==> src/rtl/pwm_multicanal.sv <==
// N-channel PWM generator: shared period counter (edge- or center-aligned), per-channel
// duty compare with output polarity; PERIODO/DUTY/CENTER are shadowed at period boundaries.
module pwm_multicanal #(
  parameter int unsigned      N_CH    = 4,
  parameter int unsigned      W       = 15,
  parameter logic [W-1:0]     PER_DEF = W'(24_999)
) (
  input  logic                CLK,
  input  logic                RST,
  input  logic                EN,
  input  logic                CENTER,
  input  logic [W-1:0]        PERIODO,
  input  logic [N_CH*W-1:0]   DUTY,
  input  logic [N_CH-1:0]     POL,
  output logic [N_CH-1:0]     PWM_OUT,
  output logic                TICK
);

  typedef enum logic {DIR_UP, DIR_DOWN} dir_t;

  logic [W-1:0]             cnt, cnt_nxt;
  dir_t                     dir, dir_nxt, dir_cur;
  logic [W-1:0]             per_sh, per_eff;
  logic [N_CH-1:0][W-1:0]   duty_sh, duty_eff;
  logic                     mode_sh, mode_eff;
  logic                     boundary;
  logic [N_CH-1:0]          raw;

  // At a boundary the values being loaded already govern this edge, so the
  // whole new period (including its CNT=0 slot) uses the new settings.
  always_comb begin
    boundary = EN && (cnt == '0);
    per_eff  = boundary ? PERIODO : per_sh;
    mode_eff = boundary ? CENTER  : mode_sh;
    duty_eff = boundary ? DUTY    : duty_sh;
    dir_cur  = boundary ? DIR_UP  : dir;
    for (int unsigned i = 0; i < N_CH; i++)
      raw[i] = cnt < duty_eff[i];
  end

  always_comb begin
    cnt_nxt = '0;
    dir_nxt = DIR_UP;
    if (EN && per_eff != '0) begin
      if (!mode_eff) begin
        cnt_nxt = (cnt == per_eff) ? '0 : cnt + 1'b1;
      end else if (dir_cur == DIR_UP) begin
        if (cnt == per_eff) begin
          cnt_nxt = cnt - 1'b1;
          dir_nxt = DIR_DOWN;
        end else begin
          cnt_nxt = cnt + 1'b1;
        end
      end else begin
        cnt_nxt = cnt - 1'b1;
        dir_nxt = (cnt == W'(1)) ? DIR_UP : DIR_DOWN;
      end
    end
  end

  always_ff @(posedge CLK or posedge RST) begin
    if (RST) begin
      cnt     <= '0;
      dir     <= DIR_UP;
      per_sh  <= PER_DEF;
      duty_sh <= '0;
      mode_sh <= 1'b0;
      PWM_OUT <= '0;
      TICK    <= 1'b0;
    end else begin
      cnt  <= cnt_nxt;
      dir  <= dir_nxt;
      TICK <= boundary;
      if (!EN || boundary) begin
        per_sh  <= PERIODO;
        duty_sh <= DUTY;
        mode_sh <= CENTER;
      end
      PWM_OUT <= EN ? (raw ^ POL) : POL;
    end
  end

endmodule

==> config.mk <==
export PLATFORM = sky130hd
export DESIGN_NAME = pwm_multicanal
export DESIGN_NICKNAME = d
export VERILOG_FILES = /design/src/rtl/pwm_multicanal.sv
export SDC_FILE = /design/constraint.sdc
export NUM_CORES = 1
export LEC_CHECK = 0
export CAP_MARGIN = 20
export CORE_MARGIN = 5
export CORE_UTILIZATION = 30
export CTS_CLUSTER_SIZE = 30
export DETAILED_ROUTE_END_ITERATION = 10
export PLACE_DENSITY = 0.61
export SYNTH_ARGS = -nofsm -noshare
export SYNTH_HDL_FRONTEND = slang
export SYNTH_SLANG_ARGS = --single-unit
==> constraint.sdc <==
create_clock -name CLK -period 6.9 [get_ports CLK]
set_clock_uncertainty 0.15 [all_clocks]
set_input_delay 2.07 -clock CLK [delete_from_list [all_inputs] [get_ports CLK]]
set_output_delay 2.07 -clock CLK [all_outputs]
set_load 0.02 [all_outputs]
==> run summary <==
count of cells along the worst register-to-register path -> 11
starting density of the core -> 30.3%
total met3 wirelength after detailed routing -> 1050 um
Crit path arrival time -> 5.34 ns
number of enable flip-flop cells after synthesis -> 0
1st-iter DRT viols -> 184
signed area change from the synthesized netlist to the final layout -> 20.8%
Yosys Warn Count -> 0
unrepaired setup endpoints after global routing -> false
final critical delay including setup and external delays -> 5.26 ns
CTS H-tree lvls -> 3
Hold Fails Final Rpt -> 0
outcome -> finished clean
post-route DRC violation count -> 0
insertion delay to the later sink of the worst-skew pair -> 0.35 ns
number of instances resized during post-cts repair -> 0
Clk pwr share -> 27.5%
Die Y-Extent -> 158 um
maxcap violations -> 0
most frequent cells after synthesis -> dfrtp_1 (89), mux2_2 (76), ha_1 (60)
launch instance of the worst min-delay path -> duty_sh[18]$_DFFE_PP0P_
sum of overflow across all layers after global routing -> 0
Placed Area -> 7690 um2
buffer cell driving the clock tree root -> clkbuf_16
net count of the mapped netlist -> 746
Antenna Diode Count -> 0
CTS Hold Bufs -> 0
count of buffers inserted at the top-level ports -> 87
worst-path cell with the longest stage delay -> or4_4
clock edge transition at the registers on the reported setup and hold paths -> 0.06 ns
Finish-stage setup viols -> 0
Hold WC Path Type -> flop to flop
Mapped Avg Cell Area -> 10.9 um2
top cells by area in the synthesized netlist -> dfrtp_1 (34%), mux2_2 (13%), ha_1 (11%)
dominant register cell in the synthesized netlist -> dfrtp_1
post-synthesis cell type with the largest combined area -> dfrtp_1
maximum root-to-sink buffer count -> 2
number of standard cells after synthesis -> 603
routed via count -> 4953
element type at the critical path end -> flop
via count of the first global-routing pass -> 5068
cell chain of the critical path -> clkdlybuf4s50_1 > buf_4 > nand3b_1 > or4_4 > buf_4 > mux2i_1 > ha_1 > and3_1 > a31oi_1 > a31oi_1 > o21ai_0 > nand4b_1 > xnor2_1
core region area -> 21800 um2
Highest Signal Layer -> met4
Hold Crit Depth -> 1
Reg area -> 2440 um2
Min-Delay Endpoint -> duty_sh[18]$_DFFE_PP0P_
sw power -> 0.000537 W
critical path's largest stage delay -> 0.72 ns
terminus of the critical flop-to-flop path -> PWM_OUT[0]$_DFF_PP0_
Switching Share -> 30.7%
count of boundary I/O pins -> 88
Num CTS Buffers -> 9
cell leakage power -> 3.59 nW
post-route cell area -> 7970 um2
filler cell count -> 2150
initial antenna violation count -> 0
Slew headroom -> 41.2%
clk sinks -> 97
area used by multi-input combinational logic -> 3920 um2
most repeated cell in the gate-level netlist after synthesis -> dfrtp_1
vias per inst -> 5.15
drt total wl -> 17300 um
ratio of final minimum period to clock period -> 76.3%
Setup Total Neg Slack -> 0 ns
worst IR drop on VDD -> 113 uV
sort of element at the start of the critical path -> primary input
Routability Congestion -> 0.825
pin count of the biggest net entering global routing -> 63
worst slew pin tran -> 0.880 ns
worst setup slack for register-to-register paths -> 2.66 ns
number of storage elements in the synthesis netlist -> 97
combinational cell fraction of total power -> 30.7%
number of optimization iterations in the first detailed-route pass -> 5
type of the worst setup path -> primary input to flop
share of synthesized flip-flops with an asynchronous set or reset -> 100%
row cnt -> 54
share of synthesized area occupied by flip-flops and latches -> 36.9%
number of max-slew violations in the final report -> 0
detailed-route wire length per cell -> 18.0 um
number of nets still failing antenna checks after routing -> 0
Int Pwr -> 0.00121 W
CTS tree -> built
count of distinct cell types in the synthesized netlist -> 64
Power Dens Cells -> 219 nW/um2
Max Clk Rate -> 190 MHz
total track usage -> 14.0%
worst flop-to-flop path startpoint -> cnt[8]$_DFF_PP0_
Critical Path RT -> 6.98 ns
full die area -> 25100 um2
Final #Nets -> 819
Critical path buffers and inverters -> 3
final cell count without fillers -> 961
die width -> 158 um
Post-CTS Setup Bufs -> 0
area share of the largest cell type after synthesis -> 33.8%
fraction of final layout cells with drive strength greater than 1 -> 18.1%
critical path peak fanout -> 37
number of cells in the design after placement -> 945
wire length of the first global-routing pass -> 27400 um
met2 routed WL -> 8000 um
fraction of power consumed by sequential logic -> 41.8%
post-synth design cell area -> 6600 um2
CP delay by family, top -> simple AND/OR/NAND/NOR gates
HPWL after detailed placement -> 12600 um
M1 WL -> 7920 um
[state kept, by name, summed over array words and instances (netlist names)]
signal	flops
PWM_OUT	4
duty_sh	60
cnt	15
per_sh	15
mode_sh	1
dir	1
TICK	1
[worst max path at each step]
stage	cells past startpoint	endpoint	startpoint	slack, ns
floorplan	13	PWM_OUT[1]$_DFF_PP0_	EN	1.97
global placement	14	PWM_OUT[0]$_DFF_PP0_	EN	1.33
detailed placement	14	PWM_OUT[0]$_DFF_PP0_	EN	1.26
CTS	14	PWM_OUT[0]$_DFF_PP0_	EN	1.64
global route	14	PWM_OUT[0]$_DFF_PP0_	EN	1.47
finish	13	PWM_OUT[0]$_DFF_PP0_	EN	1.64
[kinds of logic after synthesis]
| family | after synthesis | share of synthesized area [%] |
|---|---|---|
| DFF | 97 | 36.9 |
| buffers and inverters | 46 | 3.77 |
| xor gates and xnor gates | 32 | 4.25 |
| and+or+nand+nor | 146 | 13.0 |
| adders and majority gates | 60 | 11.4 |
| muxes | 136 | 22.1 |
| AOI/OAI and AO/OA | 86 | 8.55 |
[per-stage QoR]
| step | setup WS, ns | hold slack, ns | total power, W | util (%) |
|---|---|---|---|---|
| 3_3_place_gp | 1.33 | 0.335 | 0.00128 | 35.4 |
| 6_report | 1.64 | 0.353 | 0.00175 | 36.6 |
| 3_5_place_dp | 1.26 | 0.343 | 0.00129 | 35.4 |
| 2_1_floorplan | 1.97 | 0.321 | 0.00112 | - |
| 4_1_cts | 1.64 | 0.358 | 0.00177 | 36.6 |
| 5_1_grt | 1.47 | 0.364 | 0.00186 | 36.6 |
[worst register-to-register path, stage by stage (launching register included)]
cell,delay [ns]
dfrtp_1,0.60
or4_4,0.68
or4_4,0.86
buf_4,0.44
mux2i_1,0.20
ha_1,0.30
and3_1,0.20
a31oi_1,0.16
a31oi_1,0.10
o21ai_0,0.17
nand4b_1,0.13
xnor2_1,0.14
[per-layer routing]
layer | vias up | track usage, %
met5 | - | 0
met4 | 0 | 4.10
met1 | 2390 | 18.9
met3 | 20 | 3.23
li1 | 2406 | -
met2 | 137 | 22.6
[area by class of cell]
type,instances,share of cell area [%]
timing repair buffer,92,11.6
sequential,97,30.6
inverter,16,0.785
clock buffer,14,3.31
tap,280,4.39
multi-input combinational,460,49.2
clock inverter,2,0.157
[power by group through the flow]
stage | clock (W) | combinational (W) | sequential (W)
2_1_floorplan | 0 | 0.000399 | 0.000718
3_3_place_gp | 0 | 0.000536 | 0.000741
4_1_cts | 0.000493 | 0.000547 | 0.000732
5_1_grt | 0.000517 | 0.000601 | 0.000743
6_report | 0.000481 | 0.000537 | 0.000732
3_5_place_dp | 0 | 0.000545 | 0.000743
[placed cells by master, fill, tap and decap left out, types with 19 or more instances in the layout]
master,n
nand2_1,22
a21oi_1,23
o21ai_0,20
mux2i_1,59
mux2_2,76
clkdlybuf4s50_1,87
nand3_1,19
dfrtp_1,89
ha_1,60
xnor2_1,22
Power figures use the tool's default switching activity.
